===== src/rtl/notg_arbiter.sv =====
// rtl/notg_arbiter.sv - 4-way round-robin arbiter returning the inverted granted operand (optional NOTG_ARB_CNT_EN adds done_cnt)
module notg_arbiter #(
    parameter int W = 8
) (
    input  logic           clk,
    input  logic           rst,
    input  logic [3:0]     req,
    input  logic [4*W-1:0] din,
    output logic [3:0]     gnt,
    input  logic           out_ready,
    output logic           out_valid,
    output logic [1:0]     out_id,
    output logic           busy,
    output logic [W-1:0]   out_data
`ifdef NOTG_ARB_CNT_EN
    ,
    output logic [15:0]    done_cnt
`endif
);

    typedef enum logic [1:0] {
        IDLE   = 2'd0,
        XFER   = 2'd1,
        RESULT = 2'd2
    } state_t;

    state_t         r_state;
    logic [1:0]     r_ptr;
    logic [1:0]     r_win;
    logic [3:0]     r_gnt;
    logic           r_out_valid;
    logic [1:0]     r_out_id;
    logic [W-1:0]   r_out_data;

    logic           w_found;
    logic [1:0]     w_win;
    logic [1:0]     w_idx;
    logic [W-1:0]   w_operand;

    // Round-robin scan starting at the pointer; the first requester found wins
    always_comb begin
        w_found = 1'b0;
        w_win   = r_ptr;
        w_idx   = r_ptr;
        for (int k = 0; k < 4; k++) begin
            w_idx = r_ptr + 2'(k);
            if (!w_found && req[w_idx]) begin
                w_found = 1'b1;
                w_win   = w_idx;
            end
        end
    end

    assign w_operand = din[int'(r_win)*W +: W];

    // Transfer FSM: IDLE samples requests, XFER shows the grant for one cycle, RESULT holds until accepted
    always_ff @(posedge clk) begin
        if (rst) begin
            r_state     <= IDLE;
            r_ptr       <= 2'd0;
            r_win       <= 2'd0;
            r_gnt       <= 4'd0;
            r_out_valid <= 1'b0;
            r_out_id    <= 2'd0;
            r_out_data  <= '0;
        end else begin
            case (r_state)
                IDLE: begin
                    if (w_found) begin
                        r_state <= XFER;
                        r_win   <= w_win;
                        r_ptr   <= w_win + 2'd1;
                        r_gnt   <= 4'b0001 << w_win;
                    end
                end
                XFER: begin
                    r_state     <= RESULT;
                    r_gnt       <= 4'd0;
                    r_out_valid <= 1'b1;
                    r_out_id    <= r_win;
                    r_out_data  <= ~w_operand;
                end
                RESULT: begin
                    if (out_ready) begin
                        r_state     <= IDLE;
                        r_out_valid <= 1'b0;
                    end
                end
                default: begin
                    r_state     <= IDLE;
                    r_gnt       <= 4'd0;
                    r_out_valid <= 1'b0;
                end
            endcase
        end
    end

`ifdef NOTG_ARB_CNT_EN
    logic [15:0] r_done_cnt;

    // Count accepted results, sticking at the maximum value
    always_ff @(posedge clk) begin
        if (rst) begin
            r_done_cnt <= 16'd0;
        end else if (r_state == RESULT && out_ready && r_done_cnt != 16'hFFFF) begin
            r_done_cnt <= r_done_cnt + 16'd1;
        end
    end

    assign done_cnt = r_done_cnt;
`endif

    assign gnt       = r_gnt;
    assign out_valid = r_out_valid;
    assign out_id    = r_out_id;
    assign out_data  = r_out_data;
    assign busy      = (r_state != IDLE);

endmodule

===== config.mk =====
export PLATFORM = sky130hd
export DESIGN_NAME = notg_arbiter
export DESIGN_NICKNAME = d
export VERILOG_FILES = /design/src/rtl/notg_arbiter.sv
export SDC_FILE = /design/constraint.sdc
export NUM_CORES = 1
export LEC_CHECK = 0
export ABC_AREA = 1
export CAP_MARGIN = 15
export CORE_UTILIZATION = 39
export DETAILED_ROUTE_END_ITERATION = 8
export GPL_TIMING_DRIVEN = 1
export HOLD_SLACK_MARGIN = 0.05
export PLACE_DENSITY = 0.73
export SETUP_SLACK_MARGIN = 0.2
export SLEW_MARGIN = 20
export SYNTH_ARGS = -nofsm -noshare
export SYNTH_HDL_FRONTEND = slang
export SYNTH_SLANG_ARGS = --single-unit
export TNS_END_PERCENT = 1

===== constraint.sdc =====
create_clock -name clk -period 1.85 [get_ports clk]
set_input_delay 0.2775 -clock clk [delete_from_list [all_inputs] [get_ports clk]]
set_output_delay 0.2775 -clock clk [all_outputs]
set_load 0.02 [all_outputs]

==> results.yml, run 1 <==
run_status:
  status: "complete, no violations"
pwr:
  clkPwrFrac_pct: 6.7
  swShare_pct: 46.6
  p_switching_mw: 1.61
  p_total_mw: 3.45
  vdd_ir_drop_max_mv: 0.725
  cell_internal_pwr_mw: 1.84
  leakage_nw: 0.989
  power_frac_comb_pct: 71.9
  pwr_density_cell_nw_per_um2: 1570
  power_frac_seq_pct: 21.4
sta:
  timing.final.crit_share_pct: 99.8
  rsz0062_at_grt: "yes"
  tns_ns: 0
  skew_ns: 0.0116
  hold_viol_final: 0
  period_minus_slack_ns: 1.85
  drv_slew: 0
  worstMarginPinSlew_ns: 0.465
  finalSetupViolCount: 0
  fmax_ghz: 0.541
  max_slew_margin_pct: 68.8
logic_synthesis:
  postSynthNetCount: 247
  synthSimpleGateAreaFrac_pct: 34.7
  yosysWarnings: 0
  synthAdderAreaFrac_pct: 3.66
  synth_area_um2: 1370
  ys_seq_area_share_pct: 30.8
  synthXorXnorAreaFrac_pct: 0
  synth_top_area_cell: "dfxtp_1"
  synth_mux_area_share_pct: 0
  ys_ff_latch: 21
  synth_compound_area_share_pct: 19.6
  synthTopCellsByArea: "dfxtp_1, nand2_1, inv_1"
  yosysUniqueCellTypes: 29
  synth_top_area_share_pct: 30.8
  synth_top_family_by_area: "simple AND/OR/NAND/NOR gates"
  postSynthCellCount: 204
  syn_avg_cell_area_um2: 6.70
min_path:
  worstHoldPathCells: 2
  hold_end: "gnt[0]"
  min_path_type: "reg2reg"
  hold_start: "gnt[0]"
floorplanning:
  die_x_um: 61.2
  dieArea_um2: 3740
  initial_core_util_pct: 40.9
  ios: 55
  rows: 21
  coreArea_um2: 3340
  die_h_um: 61.2
worst_setup_path:
  regToRegEndpoint: "r_ptr[1]"
  cp.required_ns: 2.08
  start_kind: "flop"
  crit_fanout: 8
  reg2reg_depth: 13
  arrival_ns: 2.07
  timing.rr.start: "r_ptr[0]"
  end_kind: "flop"
  path_class: "reg2reg"
  regToRegSetupSlack_ns: 0.003
placed_design:
  gp_congestion: 0.808
  port_buffers: 54
  post-dp-hpwl_um: 2520
  postPlaceCellArea_um2: 2040
global_route:
  grtUsageTotal_pct: 19.9
  first_global_vias: 1249
  grt_remaining_overflow: 0
  grt_max_degree: 22
  antenna_found_initial: 0
  grt_pass1_wl_um: 5550
clock_network:
  cts_num_sinks: 21
  clk_latency_ns: 0.31
  clk_pin_slew_ns: 0.13
  tritoncts: "done"
  root_buffer: "clkbuf_4"
  cts_buffer_depth: 2
  cts-htree-levels: 1
  cts_inserted_buffers: 3
  postCtsHoldBufs: 0
final_layout:
  utilization_pct: 65.7
  fillers: 314
  drive_gt1_share_pct: 26.8
  syn_to_final_growth_pct: 60.5
  antenna_cells: 0
  final_nets: 316
  fin_area_um2: 2190
drt:
  avgViaCountPerCell: 4.84
  first_pass_iters: 4
  vias: 1538
  initialDrtViolationCount: 51
  drtAntennaViolNets: 0
  drc: 0
  wl_per_cell_um: 11.7
  drt_wl_total_um: 3730
flow_run:
  cap_violations: 0
-- worst max-delay path, stage by stage, from the launching register on --
cell,delay [ns]
dfxtp_4,0.45
inv_8,0.06
nand2_2,0.05
nand2_1,0.09
nand2_2,0.10
nand2_4,0.07
a21oi_4,0.19
nand3_2,0.12
nand2_2,0.11
nand2_4,0.08
inv_4,0.08
ha_4,0.20
o21ai_2,0.11
nor2_1,0.05
-- through the flow --
step / cells / setup slack [ns] / hold WS (ns)
global placement: 305 / -0.199 / 0.448
floorplan: 204 / 0.147 / 0.339
CTS: 315 / 0.0685 / 0.476
global route: 318 / -0.121 / 0.494
finish: 318 / 0.00304 / 0.471
detailed placement: 305 / -0.242 / 0.455
-- power groups by stage --
stage	clock network (mW)	registers (mW)	logic [mW]
6_report	0.231	0.738	2.48
5_1_grt	0.258	0.756	2.73
4_1_cts	0.236	0.737	2.21
3_5_place_dp	0	0.743	2.08
3_3_place_gp	0	0.737	2.06
2_1_floorplan	0	0.843	1.29
-- Yosys cell counts --
| cell | count |
|---|---|
| a221o_1 | 1 |
| clkbuf_1 | 5 |
| inv_1 | 19 |
| o211ai_1 | 1 |
| nor2_2 | 1 |
| buf_2 | 1 |
| nor2_1 | 9 |
| buf_4 | 1 |
| nand2_2 | 10 |
| a21oi_2 | 1 |
| inv_4 | 2 |
| nand3_1 | 14 |
| ha_1 | 4 |
| nand3b_2 | 1 |
| clkinv_1 | 2 |
| a21oi_4 | 1 |
| a211oi_1 | 1 |
| o21ai_0 | 10 |
| a31o_2 | 7 |
| inv_6 | 1 |
| nand3b_1 | 2 |
| nand2_1 | 64 |
| dfxtp_1 | 21 |
| o21ai_4 | 1 |
| nand2_4 | 2 |
| buf_6 | 2 |
| o21ai_1 | 5 |
| nand4_1 | 2 |
| a21oi_1 | 13 |
-- metal layers --
metal / global-route usage [%] / share of wire, % / vias up
met4: 3.90 / 1.1 / 0
met3: 5.04 / 3.4 / 4
met2: 34.8 / 53 / 38
li1: - / - / 795
met1: 24.8 / 42 / 701
met5: 0 / 0 / -
-- how the worst max path moves through the flow --
stage,from,end,slack (ns),depth (start not counted)
2_1_floorplan,r_ptr[0],r_ptr[1],0.15,15
3_3_place_gp,req[2],r_ptr[1],-0.20,16
3_5_place_dp,req[2],r_ptr[1],-0.24,16
4_1_cts,r_ptr[1],r_ptr[1],0.07,15
5_1_grt,r_ptr[0],r_ptr[1],-0.12,13
6_report,r_ptr[0],r_ptr[1],0.003,13
-- state kept, by name, summed over array words and instances, names as in the netlist --
register,cells
out_data,8
gnt,4
out_id,2
r_ptr,2
r_state,2
r_win,2
out_valid,1
-- cell families (layout without fill, tap and decap cells) --
kind of cell,after synthesis,in the layout
AOI/OAI and AO/OA,41,41
buffers and inverters,33,101
adders and majority gates,4,4
DFF,21,21
and+or+nand+nor,105,105
-- cells in the final DEF, fill, tap and decap left out, drive strengths merged --
cell,Yosys,final
clkbuf,5,3
a211oi,1,1
a31o,7,7
dfxtp,21,21
a221o,1,1
nand2,76,76
a21oi,15,15
ha,4,4
nand3,14,14
clkinv,2,3
o21ai,16,16
o211ai,1,1
nand3b,3,3
inv,22,22
clkdlybuf4s50,0,54
buf,4,19
nand4,2,2
nor2,10,10
-- timing repair --
| item | in CTS | in global routing |
|---|---|---|
| hold endpoints to repair | 0 | 0 |
| pin swaps | 6 | 7 |
| endpoints found under the setup margin | 8 | 10 |
| resized for setup | 4 | 15 |
| setup buffers | 6 | 3 |
-- area by class of cell --
| type | instances | area [um^2] | area share, % |
|---|---|---|---|
| sequential | 21 | 425 | 19.4 |
| tap | 46 | 57.6 | 2.62 |
| inverter | 24 | 110 | 5.02 |
| clock buffer | 3 | 22.5 | 1.03 |
| clock inverter | 1 | 5.00 | 0.228 |
| timing repair buffer | 73 | 696 | 31.7 |
| multi-input combinational | 150 | 877 | 40.0 |
(Power assumes the default switching activity.)
==> run 2: changes to the inputs <==
--- a/config.mk
+++ b/config.mk
@@ -8,6 +8,7 @@
 export ABC_AREA = 1
 export CAP_MARGIN = 15
 export CORE_UTILIZATION = 39
+export CTS_CLUSTER_DIAMETER = 100
 export DETAILED_ROUTE_END_ITERATION = 8
 export GPL_TIMING_DRIVEN = 1
 export HOLD_SLACK_MARGIN = 0.05
==> results of run 2 <==
Final layout, timing and power as in run 1 (identical DEF).
==> run 3: changes to the inputs <==
--- a/config.mk
+++ b/config.mk
@@ -14,7 +14,6 @@
 export HOLD_SLACK_MARGIN = 0.05
 export PLACE_DENSITY = 0.73
 export SETUP_SLACK_MARGIN = 0.2
-export SLEW_MARGIN = 20
 export SYNTH_ARGS = -nofsm -noshare
 export SYNTH_HDL_FRONTEND = slang
 export SYNTH_SLANG_ARGS = --single-unit
==> results of run 3 <==
Final layout, timing and power as in run 1 (identical DEF).
